**src/rtl/upper_drain.sv**
```systemverilog
// Read-side controller for the merge-sort upper-layer shift chain: drains TRAIN_LENGTH words
// from the chain tail into a buffer, then replays them in chain order on a valid/ready stream.
module upper_drain #(
    parameter  int unsigned TRAIN_LENGTH = 3,
    parameter  int unsigned DATA_WIDTH   = 8,
    localparam int unsigned IDX_W        = (TRAIN_LENGTH > 1) ? $clog2(TRAIN_LENGTH) : 1
) (
    input  logic                  clk,
    input  logic                  reset,
    input  logic                  start,
    input  logic [DATA_WIDTH-1:0] ser_in,
    output logic                  shift_out,
    output logic                  busy,
    output logic                  out_valid,
    input  logic                  out_ready,
    output logic [DATA_WIDTH-1:0] out_data,
    output logic [IDX_W-1:0]      out_index,
    output logic                  out_last,
    output logic                  start_err
);

    typedef enum logic [1:0] {StIdle, StDrain, StEmit} state_e;

    localparam logic [IDX_W-1:0] LastIdx = IDX_W'(TRAIN_LENGTH - 1);

    state_e                state_q, state_d;
    logic [IDX_W-1:0]      cnt_q, cnt_d;
    logic [DATA_WIDTH-1:0] buf_q [TRAIN_LENGTH];
    logic [DATA_WIDTH-1:0] buf_d [TRAIN_LENGTH];
    logic                  start_err_q, start_err_d;
    logic                  cnt_at_last;

    assign cnt_at_last = (cnt_q == LastIdx);

    always_comb begin
        state_d     = state_q;
        cnt_d       = cnt_q;
        buf_d       = buf_q;
        // Any start that does not see IDLE at the sampling edge is rejected, including
        // one coinciding with the final handshake.
        start_err_d = start && (state_q != StIdle);
        unique case (state_q)
            StIdle: begin
                if (start) begin
                    state_d = StDrain;
                    cnt_d   = '0;
                end
            end
            StDrain: begin
                // Tail word is sampled on the same edge that shifts the chain.
                buf_d[cnt_q] = ser_in;
                if (cnt_at_last) begin
                    state_d = StEmit;
                    cnt_d   = '0;
                end else begin
                    cnt_d = cnt_q + 1'b1;
                end
            end
            StEmit: begin
                if (out_ready) begin
                    if (cnt_at_last) begin
                        state_d = StIdle;
                        cnt_d   = '0;
                    end else begin
                        cnt_d = cnt_q + 1'b1;
                    end
                end
            end
            default: begin
                state_d = StIdle;
                cnt_d   = '0;
            end
        endcase
    end

    always_ff @(posedge clk) begin
        if (!reset) begin
            state_q     <= StIdle;
            cnt_q       <= '0;
            buf_q       <= '{default: '0};
            start_err_q <= 1'b0;
        end else begin
            state_q     <= state_d;
            cnt_q       <= cnt_d;
            buf_q       <= buf_d;
            start_err_q <= start_err_d;
        end
    end

    always_comb begin
        shift_out = (state_q == StDrain);
        busy      = (state_q != StIdle);
        out_valid = (state_q == StEmit);
        out_data  = '0;
        out_index = '0;
        out_last  = 1'b0;
        if (state_q == StEmit) begin
            out_data  = buf_q[cnt_q];
            out_index = cnt_q;
            out_last  = cnt_at_last;
        end
    end

    assign start_err = start_err_q;

endmodule

```
**config.mk**
```make
export PLATFORM = sky130hd
export DESIGN_NAME = upper_drain
export DESIGN_NICKNAME = d
export VERILOG_FILES = /design/src/rtl/upper_drain.sv
export SDC_FILE = /design/constraint.sdc
export NUM_CORES = 1
export LEC_CHECK = 0
export ABC_CLOCK_PERIOD_IN_PS = 2500
export BUFFER_PORTS_ARGS = -buffer_cell sky130_fd_sc_hd__buf_2
export CORE_UTILIZATION = 40
export CTS_CLUSTER_SIZE = 10
export DETAILED_ROUTE_END_ITERATION = 12
export PLACE_DENSITY = 0.68
export SLEW_MARGIN = 40
export SYNTH_ARGS = -nofsm -noshare
export SYNTH_HDL_FRONTEND = slang
export SYNTH_SLANG_ARGS = --single-unit
```
**constraint.sdc**
```tcl
create_clock -name clk -period 2.5 [get_ports clk]
set_clock_uncertainty 0.15 [all_clocks]
set_input_delay 0.5 -clock clk [delete_from_list [all_inputs] [get_ports clk]]
set_output_delay 0.5 -clock clk [all_outputs]
set_load 0.01 [all_outputs]
```
; Yosys cells after proc, flatten, opt, wreduce, memory -nomap -nowiden
; Index checks and enable logic that the tools add are counted.
[totals]
out_inout_bits = 15
wordCells = 41
ff_bits = 29
[op_classes]
n_reduce_logical = 6
n_eq_ne = 7
magnitude_cmp = 2
bitwise_logic = 1
mux = 18
addsub = 1
[op_table]
columns = operator, count
row1 = two-way mux 8 bit, 4
row2 = bitwise mux 24 bit, 1
row3 = binary-select mux 8 bit (select 2 bit), 1
row4 = demux 8 bit (select 2 bit), 1
row5 = two-way mux 2 bit, 8
row6 = one-hot mux 2 bit (3 select lines), 2
row7 = != test 2 x 1 -> 1 bit (second input constant), 3
row8 = == test 2 bit (second input constant), 2
row9 = AND reduction 4 bit, 1
row10 = >= comparator 3 bit (second input constant), 1
row11 = less-than comparator 3 x 1 -> 1 bit (second input constant), 1
row12 = NOT 2 -> 3 bit, 1
row13 = adder 2 x 1 -> 2 bit (second input constant), 1
row14 = == test 2 x 1 -> 1 bit (second input constant), 1
row15 = logical AND 1 bit, 2
row16 = logical NOT 2 bit, 1
row17 = != test 2 bit (second input constant), 1
row18 = AND reduction 2 bit, 1
row19 = nonzero test 2 bit, 1
row20 = two-way mux 1 bit, 1

; Depth between registers and ports, before layout
; Gate-level depths: netlist of the first run.
[depth]
ltp_word = 6
mapped_depth = 6
mapped_depth_nobuf = 5

; Worst setup path after synthesis of the first run
; OpenSTA, ideal clock, no wires.
[synth_timing]
path_kind = register to output
from = register cnt_q[1]
to = output port out_data[0]
arrival_time_ns = 0.992
required_time_ns = 1.850
stages_incl_launch_ff = 5
slack_ns = 0.858
cell_sequence = dfxtp_1 buf_6 mux2i_1 o22ai_1 and2_1
[synth_via]
elab_chain_cells = 5
[synth_rtl]
columns = element, line_no
row1 = "start, declared", 27  ; logic [IDX_W-1:0] cnt_q, cnt_d;
row2 = "start signal, assigned", 84  ; cnt_q <= cnt_d;
row3 = NOT 2 -> 3 bit (implied by the code), 98  ; out_data = buf_q[cnt_q];
row4 = binary-select mux 8 bit (select 2 bit), 98
row5 = two-way mux 8 bit (implied by the code) (2 in series), 98
row6 = two-way mux 8 bit, 97  ; if (state_q == StEmit) begin
row7 = "end, declared", 16  ; output logic [DATA_WIDTH-1:0] out_data,
; Every way passes these cells. The select of a mux whose other input is x is not followed.

; Worst setup path in the final report of the first run
[layout_timing]
from = register cnt_q[1]
to = output port out_data[7]
; The elaborated chain is that of the path after synthesis.

==> flow_summary.ini, run 1 <==
[status]
status = complete, no violations

[grt]
track_usage = 0.173
grt_pass1_wl_um = 5290
grt_pass1_vias = 1203
use_met2 = 0.276
global_route.usage.met3 = 0.0562
grt-ovfl-total = 0
grt_busiest_layer = met2
antenna_found_initial = 0
grt_max_degree = 32
grt_util_met1 = 0.209

[synthesis]
yosys.area.top_type = dfxtp_1
synth_adder_area_share = 0.0336
ys_types = 26
async_reset_ff_frac = 0
yosys_most_used_dff = dfxtp_1
synth_compound_area_frac = 0.102
synth-seq-area-share = 0.389
synth_fp_nets = 179
synth_top_area_share = 0.389
syn_inst = 163
yosysMostFrequentCell = dfxtp_1
synthTopCellsByCount = 29 x dfxtp_1, 26 x nand2_1, 25 x mux2i_1
avgSynthCellArea_um2 = 9.15
synth_top_family_by_area = simple AND/OR/NAND/NOR gates
netlist_area_um2 = 1490
synth-edff-count = 0
synthXorXnorAreaFrac = 0
synth.area.mux_share = 0.168
synth-seq-cells = 29
yosys.area_share.simple = 0.253
synth_area_leaders = dfxtp_1 39%, mux2i_1 17%, nor2b_1 8.4%
yosysWarnings = 0

[die]
core-area_um2 = 3440
die_area_um2 = 3980
num_rows = 21
io_pins = 27
die_w_um = 63.1
initial_core_util = 0.433
die_y_um = 63.1

[worst_setup_path]
r2r_start = state_q[1]$_SDFFE_PN0P_
cp.arrival_ps = 1650
reg2regPathDepth = 6
cp_max_fo = 8
rrSetupSlack_ps = 440
critPathLaunchType = register
reg2reg_to = buf_q[18]$_SDFFE_PN0P_
critPathRequiredTime_ps = 1850
endpoint_kind = output pin
critPathKind = register to output pin

[pwr]
p_switching_mw = 0.368
p_int_mw = 0.882
power.density_nw_per_um2 = 721
pwr-share-comb = 0.250
p_sw_frac = 0.294
seqPwrFrac = 0.446
p_clk_frac = 0.304
p_leak_nw = 0.746
vdd_drop_max_v = 0.000289

[layout]
regArea_um2 = 582
drive_gt1_frac = 0.211
nFillCells = 330
layout.nets = 206
area_growth_pct = 16.3
final_util = 0.504
multi_input_area_um2 = 830
n_antenna_cell = 0

[sta]
holdWs_ps = 311
rsz0062_at_grt = false
slew_violations = 0
final.period_utilization = 0.920
hold_violations = 0
max-slew-margin-rel = 0.620
fin_crit_ps = 2300
finalSetupViolCount = 0
tightest_slew_ps = 567
clock.fmax_mhz = 435
tns_ps = 0

[cts]
clockBufferDepth = 2
cts_tree = yes
ctsHoldBuffers = 0
clk_pin_slew_ps = 60
numClockSinks = 29
clk_root_buffer_cell = clkbuf_8
cts_setup_buffers = 0
cts_resized = 0
insertion_delay_ps = 270
htreeDepth = 2
numCtsBuffers = 5

[routing]
route.vias.total = 1164
drtIter0Drc = 49
ant_nets = 0
drc = 0
via_per_inst = 4.93
wl_um = 3120
dr.pass1.iters = 4
wl_per_cell_um = 13.2

[job]
cap_violations = 0

[worst_hold_path]
hp-start = buf_q[5]$_SDFFE_PN0P_
min_path_type = register to register
min_to = buf_q[5]$_SDFFE_PN0P_
hold_depth = 2

[placement]
dpl.hpwl_um = 2230
portBuffers = 26
gp_congestion = 0.799
logic make-up after synthesis:
kind of cell / Yosys count
AO/OA/AOI/OAI: 22
adder cells (fa/ha/maj): 4
buffers and inverters: 14
flip-flops: 29
multiplexers: 25
AND/OR/NAND/NOR: 69
power by group through the flow:
stage               Clock, mW  Sequential [mW]  Combinational, mW
CTS                     0.392            0.556              0.314
floorplan                   0            0.541              0.259
global placement            0            0.560              0.304
detailed placement          0            0.566              0.312
global route            0.426            0.565              0.340
finish                  0.380            0.557              0.312
registers in the layout (all words and copies together) (netlist names):
register   count
state_q        2
start_err      1
buf_q         24
cnt_q          2
final cells by class:
class / instances / share of cell area
multi-input combinational: 120 / 0.478
sequential: 29 / 0.335
timing repair buffer: 31 / 0.0967
clock buffer: 7 / 0.0498
tap: 46 / 0.0332
inverter: 3 / 0.00649
how the worst max path moves through the flow:
stage | start | to | depth (start not counted) | slack (ps)
6_report | cnt_q[1]$_SDFFE_PN0P_ | out_data[7] | 5 | 200
3_5_place_dp | cnt_q[0]$_SDFFE_PN0P_ | out_data[6] | 4 | 420
5_1_grt | cnt_q[1]$_SDFFE_PN0P_ | out_data[1] | 5 | 90
2_1_floorplan | cnt_q[1]$_SDFFE_PN0P_ | out_data[0] | 4 | 860
3_3_place_gp | cnt_q[0]$_SDFFE_PN0P_ | out_data[6] | 4 | 470
4_1_cts | cnt_q[0]$_SDFFE_PN0P_ | out_data[6] | 4 | 110
cells in the final DEF, fill, tap and decap left out, drive strengths merged:
master	instances
and3	1
and3b	1
nand4	3
dfxtp	29
o22ai	7
inv	3
nor2	2
o2bb2ai	1
o211a	1
ha	4
buf	31
nand2b	2
nand2	26
a21boi	10
and2	11
nor3b	1
o21ai	3
nor2b	20
nand3b	2
clkbuf	7
mux2i	25
metal layers:
metal | up-vias | share of wire | routed length [µm]
li1 | 599 | - | -
met1 | 529 | 0.45 | 1420
met2 | 25 | 0.48 | 1490
met3 | 11 | 0.038 | 120
met4 | 0 | 0.029 | 91
met5 | - | 0 | 0
metrics by stage:
stage               instances  cell area, µm²  power (mW)  setup WS, ps
global route              236            1730        1.33          93.9
finish                    236            1730        1.25           201
CTS                       236            1730        1.26           113
global placement          229            1650       0.864           465
detailed placement        229            1650       0.877           422
floorplan                 163            1490       0.800           858
critical path: stages (launching register included):
cell and delay (ps):
dfxtp_1 530, buf_4 250, mux2i_1 190, o22ai_1 100, and2_1 180, buf_2 130
Power figures use the tool's default switching activity.
==> inputs of run 2 (changes only) <==
--- a/config.mk
+++ b/config.mk
@@ -5,12 +5,13 @@
 export SDC_FILE = /design/constraint.sdc
 export NUM_CORES = 1
 export LEC_CHECK = 0
+export ABC_AREA = 1
 export ABC_CLOCK_PERIOD_IN_PS = 2500
 export BUFFER_PORTS_ARGS = -buffer_cell sky130_fd_sc_hd__buf_2
 export CORE_UTILIZATION = 40
 export CTS_CLUSTER_SIZE = 10
 export DETAILED_ROUTE_END_ITERATION = 12
-export PLACE_DENSITY = 0.68
+export PLACE_DENSITY = 0.69
 export SLEW_MARGIN = 40
 export SYNTH_ARGS = -nofsm -noshare
 export SYNTH_HDL_FRONTEND = slang
==> run 2 against run 1 <==
  * Die area decreased by 8.4%
  * First-iteration DRC count fell by 29%
  * Via count up 8.2%
  * Synthesized cell count rose by 19%
  * Synthesized area is 8.6% lower
  * Design area decreased by 6.8%
  * Combinational power fell by 40%
  * Register-to-register slack gained 250 ps
  * Clock-buffer cell count decreased by 2
  * Clock power is 27% higher
  * Critical path depth up 2
  * Global-route usage rose by 1.9 points
  * Critical path type unchanged
  * Critical endpoint unchanged
==> flow_summary.ini, run 2 <==
[layout]
area_growth_pct = 18.6
most-common-layout-cells = 46 x nand2_1, 29 x dfxtp_1, 26 x buf_2
largest_registers = buf_q x24, cnt_q x2, state_q x2
top_register = buf_q
n_antenna_cell = 0
layout.nets = 237
drive_gt1_frac = 0.198
mostFrequentLayoutCell = nand2_1
largest_reg_flops = 24
nFillCells = 358

[worst_setup_path]
cp_max_fo = 17
critPathKind = register to output pin
cp_num_buf_inv = 3
cpLargestDelayFamily = flip-flops
crit_slowest_cell = dfxtp_1
cp.arrival_ps = 1590
critPathRequiredTime_ps = 1850
worstPathCellList = nand2_1, inv_2, nand2_1, o211ai_1, nand2_1, inv_1, buf_2
cp_slowest_stage_delay_ps = 460
endpoint_kind = output pin
critPathMostFrequentCell = nand2_1
critPathLaunchType = register

[cts]
numClockSinks = 29
htreeDepth = 2
insertion_delay_ps = 330
ctsHoldBuffers = 0
cts_setup_buffers = 0
cts_resized = 0
clk_root_buffer_cell = clkbuf_4
clk_pin_slew_ps = 90
numCtsBuffers = 5
cts_tree = yes
clockBufferDepth = 2

[routing]
route.met3.wl_um = 174
route.vias.total = 1260
dr.max_layer_used = met4
via_per_inst = 4.74
met1Wirelength_um = 1370
wl_per_cell_um = 10.8
drc = 0
route.met2.wl_um = 1280
dr.pass1.iters = 4
drtIter0Drc = 35
ant_nets = 0
wl_um = 2880

[synthesis]
yosys.area.top_type = dfxtp_1
ys_types = 19
netlist_area_um2 = 1360
yosys_most_used_dff = dfxtp_1
avgSynthCellArea_um2 = 7.02
synth-edff-count = 0
synth_fp_nets = 210
synth_top_area_share = 0.426
synthTopCellsByCount = 46 x nand2_1, 29 x dfxtp_1, 24 x inv_1
yosysWarnings = 0
synth-seq-area-share = 0.426
synth-seq-cells = 29
synth_area_leaders = dfxtp_1 43%, nand2_1 13%, a21oi_1 7.0%
syn_inst = 194
async_reset_ff_frac = 0
yosysMostFrequentCell = nand2_1

[die]
die_w_um = 60.4
die_y_um = 60.4
core-area_um2 = 3150
initial_core_util = 0.432
die_area_um2 = 3640
io_pins = 27
num_rows = 20

[placement]
dpl.hpwl_um = 2000
portBuffers = 26
gp_congestion = 0.771

[sta]
hold_violations = 0
fin_crit_ps = 2240
max-slew-margin-rel = 0.606
rsz0062_at_grt = false
tns_ps = 0
finalSetupViolCount = 0
final.period_utilization = 0.898
slew_violations = 0
clock.fmax_mhz = 446
tightest_slew_ps = 590

[pwr]
p_clk_frac = 0.407
finalPower_mw = 1.18
p_leak_nw = 0.762
seqPwrFrac = 0.435
power.density_nw_per_um2 = 731
pwr-share-comb = 0.158
p_switching_mw = 0.311
p_sw_frac = 0.263
vdd_drop_max_v = 0.000391
p_int_mw = 0.871

[grt]
grt_pass1_vias = 1084
grt_pass1_wl_um = 4960
track_usage = 0.192
antenna_found_initial = 0
grt-ovfl-total = 0
grt_max_degree = 19

[worst_hold_path]
min_path_type = input port to register

[status]
status = complete, no violations

[job]
cap_violations = 0
-- run 2: cell types whose count changed after synthesis, sizes merged, moves of 7 or more --
cell    delta
a21oi     +19
o21ai     +15
nand2     +23
a21boi    -10
nand3     +11
o22ai      -7
nor2      +18
and2      -11
nor2b     -20
inv       +26
o211ai     +7
mux2i     -25
-- run 2: per-layer routing --
metal	vias to the layer above	track usage
met5	-	0
met4	0	0.0797
met3	8	0.0640
met2	34	0.301
met1	547	0.242
li1	671	-
-- run 2: cell families after synthesis --
kind of cell / share of synthesized area
flip-flops: 0.426
AO/OA/AOI/OAI: 0.174
buffers and inverters: 0.110
AND/OR/NAND/NOR: 0.253
adder cells (fa/ha/maj): 0.0367
-- run 2: power groups by stage --
stage | sequential, mW | clock [mW] | combinational, mW
after floorplan | 0.518 | 0 | 0.144
after detailed placement | 0.525 | 0 | 0.189
after global placement | 0.524 | 0 | 0.186
after CTS | 0.515 | 0.488 | 0.188
after global routing | 0.518 | 0.516 | 0.211
final | 0.514 | 0.481 | 0.187
-- run 2: per-stage QoR --
step | utilization | area (µm²) | hold slack, ps | setup slack [ps] | instances
after floorplan | - | 1360 | 280 | 661 | 194
after global placement | 0.480 | 1510 | 292 | 612 | 258
after detailed placement | 0.480 | 1510 | 296 | 615 | 258
after CTS | 0.513 | 1620 | 242 | 235 | 266
after global routing | 0.513 | 1620 | 250 | 113 | 266
final | 0.513 | 1620 | 250 | 256 | 266
-- run 2: path summary, 6_finish.rpt --
path | from | endpoint | slack (ps) | depth (start not counted)
worst max-delay path | cnt_q[1]$_SDFFE_PN0P_ | out_data[7] | 260 | 7
worst min-delay path | start | start_err$_SDFF_PN0_ | 250 | 3
worst max register to register | state_q[1]$_SDFFE_PN0P_ | buf_q[21]$_SDFFE_PN0P_ | 690 | 6
worst min register to register | buf_q[12]$_SDFFE_PN0P_ | buf_q[12]$_SDFFE_PN0P_ | 310 | 2
-- run 2: final cells by class --
class	instances	area [µm²]	share of cell area
timing repair buffer	27	138	0.0851
tap	44	55.1	0.0341
inverter	29	109	0.0673
clock inverter	3	65.1	0.0402
clock buffer	5	37.5	0.0232
multi-input combinational	129	632	0.391
sequential	29	581	0.359
-- run 2: worst register-to-register path: cells and delay by family, from the launching register on --
family                     cells  cell delay, ps
adders and majority gates      1             530
buffers and inverters          2             300
DFF                            1             340
and+or+nand+nor                3             430
==> inputs of run 3 (changes only) <==
--- a/config.mk
+++ b/config.mk
@@ -12,6 +12,7 @@
 export CTS_CLUSTER_SIZE = 10
 export DETAILED_ROUTE_END_ITERATION = 12
 export PLACE_DENSITY = 0.69
+export REMOVE_ABC_BUFFERS = 1
 export SLEW_MARGIN = 40
 export SYNTH_ARGS = -nofsm -noshare
 export SYNTH_HDL_FRONTEND = slang
==> run 3 against run 2 <==
  * Register-to-register slack about the same
  * Cell count unchanged
  * Power fell by 13%
  * Sequential power about the same
  * Clock power shrank 31%
  * Fmax increased by 0.35%
  * Design area shrank 2.0%
  * Largest power group unchanged
  * Non-clock buffer count did not move
  * Critical endpoint is now out_data[2]
  * Sequential cell count stayed put
==> flow_summary.ini, run 3 (synthesis gave the netlist of run 2 again) <==
[status]
status = complete, no violations

[layout]
drive_gt1_frac = 0.198
n_antenna_cell = 0
largest_reg_flops = 24
most-common-layout-cells = 46 x nand2_1, 29 x dfxtp_1, 26 x buf_2
top_register = buf_q
area_growth_pct = 16.3
fin_area_um2 = 1580
mostFrequentLayoutCell = nand2_1
layout.nets = 237
fin_cells = 266
largest_registers = buf_q x24, cnt_q x2, state_q x2

[die]
num_rows = 20
core-area_um2 = 3150
die_area_um2 = 3640
io_pins = 27
die_y_um = 60.4
initial_core_util = 0.432
die_w_um = 60.4

[cts]
clk_root_buffer_cell = clkbuf_4
numCtsBuffers = 5
numClockSinks = 29
clockBufferDepth = 2
htreeDepth = 2
insertion_delay_ps = 330
cts_resized = 0
clk_pin_slew_ps = 90
cts_tree = yes
ctsHoldBuffers = 0
cts_setup_buffers = 0

[pwr]
p_sw_frac = 0.299
power.density_nw_per_um2 = 652
p_clk_frac = 0.321
finalPower_mw = 1.03
vdd_drop_max_v = 0.000377
p_int_mw = 0.724
p_switching_mw = 0.308
p_leak_nw = 0.748
seqPwrFrac = 0.498
pwr-share-comb = 0.181

[placement]
pre_cts_slack_ps = 641
placed_area_um2 = 1510
gp_congestion = 0.769
portBuffers = 26
placed_cells = 258
dpl.hpwl_um = 2040

[sta]
fin_crit_ps = 2240
hold_violations = 0
final.period_utilization = 0.895
finalSetupViolCount = 0
tightest_slew_ps = 587
max-slew-margin-rel = 0.609
setup_ws_ps = 263
tns_ps = 0
rsz0062_at_grt = false
clock.fmax_mhz = 447
slew_violations = 0

[routing]
ant_nets = 0
drtIter0Drc = 39
dr.pass1.iters = 4
wl_um = 3000
drc = 0
via_per_inst = 4.79
route.vias.total = 1273
wl_per_cell_um = 11.3

[worst_setup_path]
endpoint_kind = output pin
reg2regPathDepth = 6
rrSetupSlack_ps = 680
critPathLaunchType = register
cp.arrival_ps = 1590
cp_max_fo = 17
critPathKind = register to output pin
critPathRequiredTime_ps = 1850

[worst_hold_path]
hold_depth = 3
min_path_type = input port to register

[grt]
grt_max_degree = 19
grt_pass1_vias = 1074
grt-ovfl-total = 0
grt_pass1_wl_um = 4940
antenna_found_initial = 0
track_usage = 0.190

[job]
cap_violations = 0
-- run 3: cell count changes in the layout (fill, tap and decap cells not counted), sizes merged --
cell    before  now
clkbuf       5    7
bufinv       2    0
-- run 3: area by class of cell --
type,count,area (µm²)
clock inverter,1,5.00
multi-input combinational,129,632
sequential,29,581
inverter,29,109
timing repair buffer,27,138
fill,362,1570
tap,44,55.1
clock buffer,7,65.1
-- run 3: power groups by stage --
stage | clock [mW] | combinational, mW | sequential (mW)
after floorplan | 0 | 0.133 | 0.522
after CTS | 0.335 | 0.187 | 0.515
after detailed placement | 0 | 0.187 | 0.525
final | 0.331 | 0.187 | 0.514
after global routing | 0.358 | 0.215 | 0.519
after global placement | 0 | 0.186 | 0.524
-- run 3: layer usage --
layer,track usage,wire length [µm]
met4,0.0764,29
met1,0.242,1460
met2,0.298,1360
met3,0.0576,153
met5,0,0
-- run 3: per-stage QoR --
| step | util | hold WS (ps) |
|---|---|---|
| after floorplan | - | 280 |
| after global placement | 0.480 | 296 |
| after detailed placement | 0.480 | 298 |
| after CTS | 0.502 | 252 |
| after global routing | 0.502 | 250 |
| final | 0.502 | 256 |
-- run 3: path summary, 6_finish.rpt --
path | startpoint | end
worst max register to register | state_q[1]$_SDFFE_PN0P_ | buf_q[16]$_SDFFE_PN0P_
worst min-delay path | start | start_err$_SDFF_PN0_
worst min register to register | buf_q[15]$_SDFFE_PN0P_ | buf_q[15]$_SDFFE_PN0P_
worst max-delay path | cnt_q[1]$_SDFFE_PN0P_ | out_data[2]
-- run 3: worst max-delay path, cell delays in order (launching register included) --
cell	delay (ps)
dfxtp_1	460
nand2_1	140
inv_2	230
nand2_1	90
o211ai_1	90
nand2_1	80
inv_1	50
buf_2	110
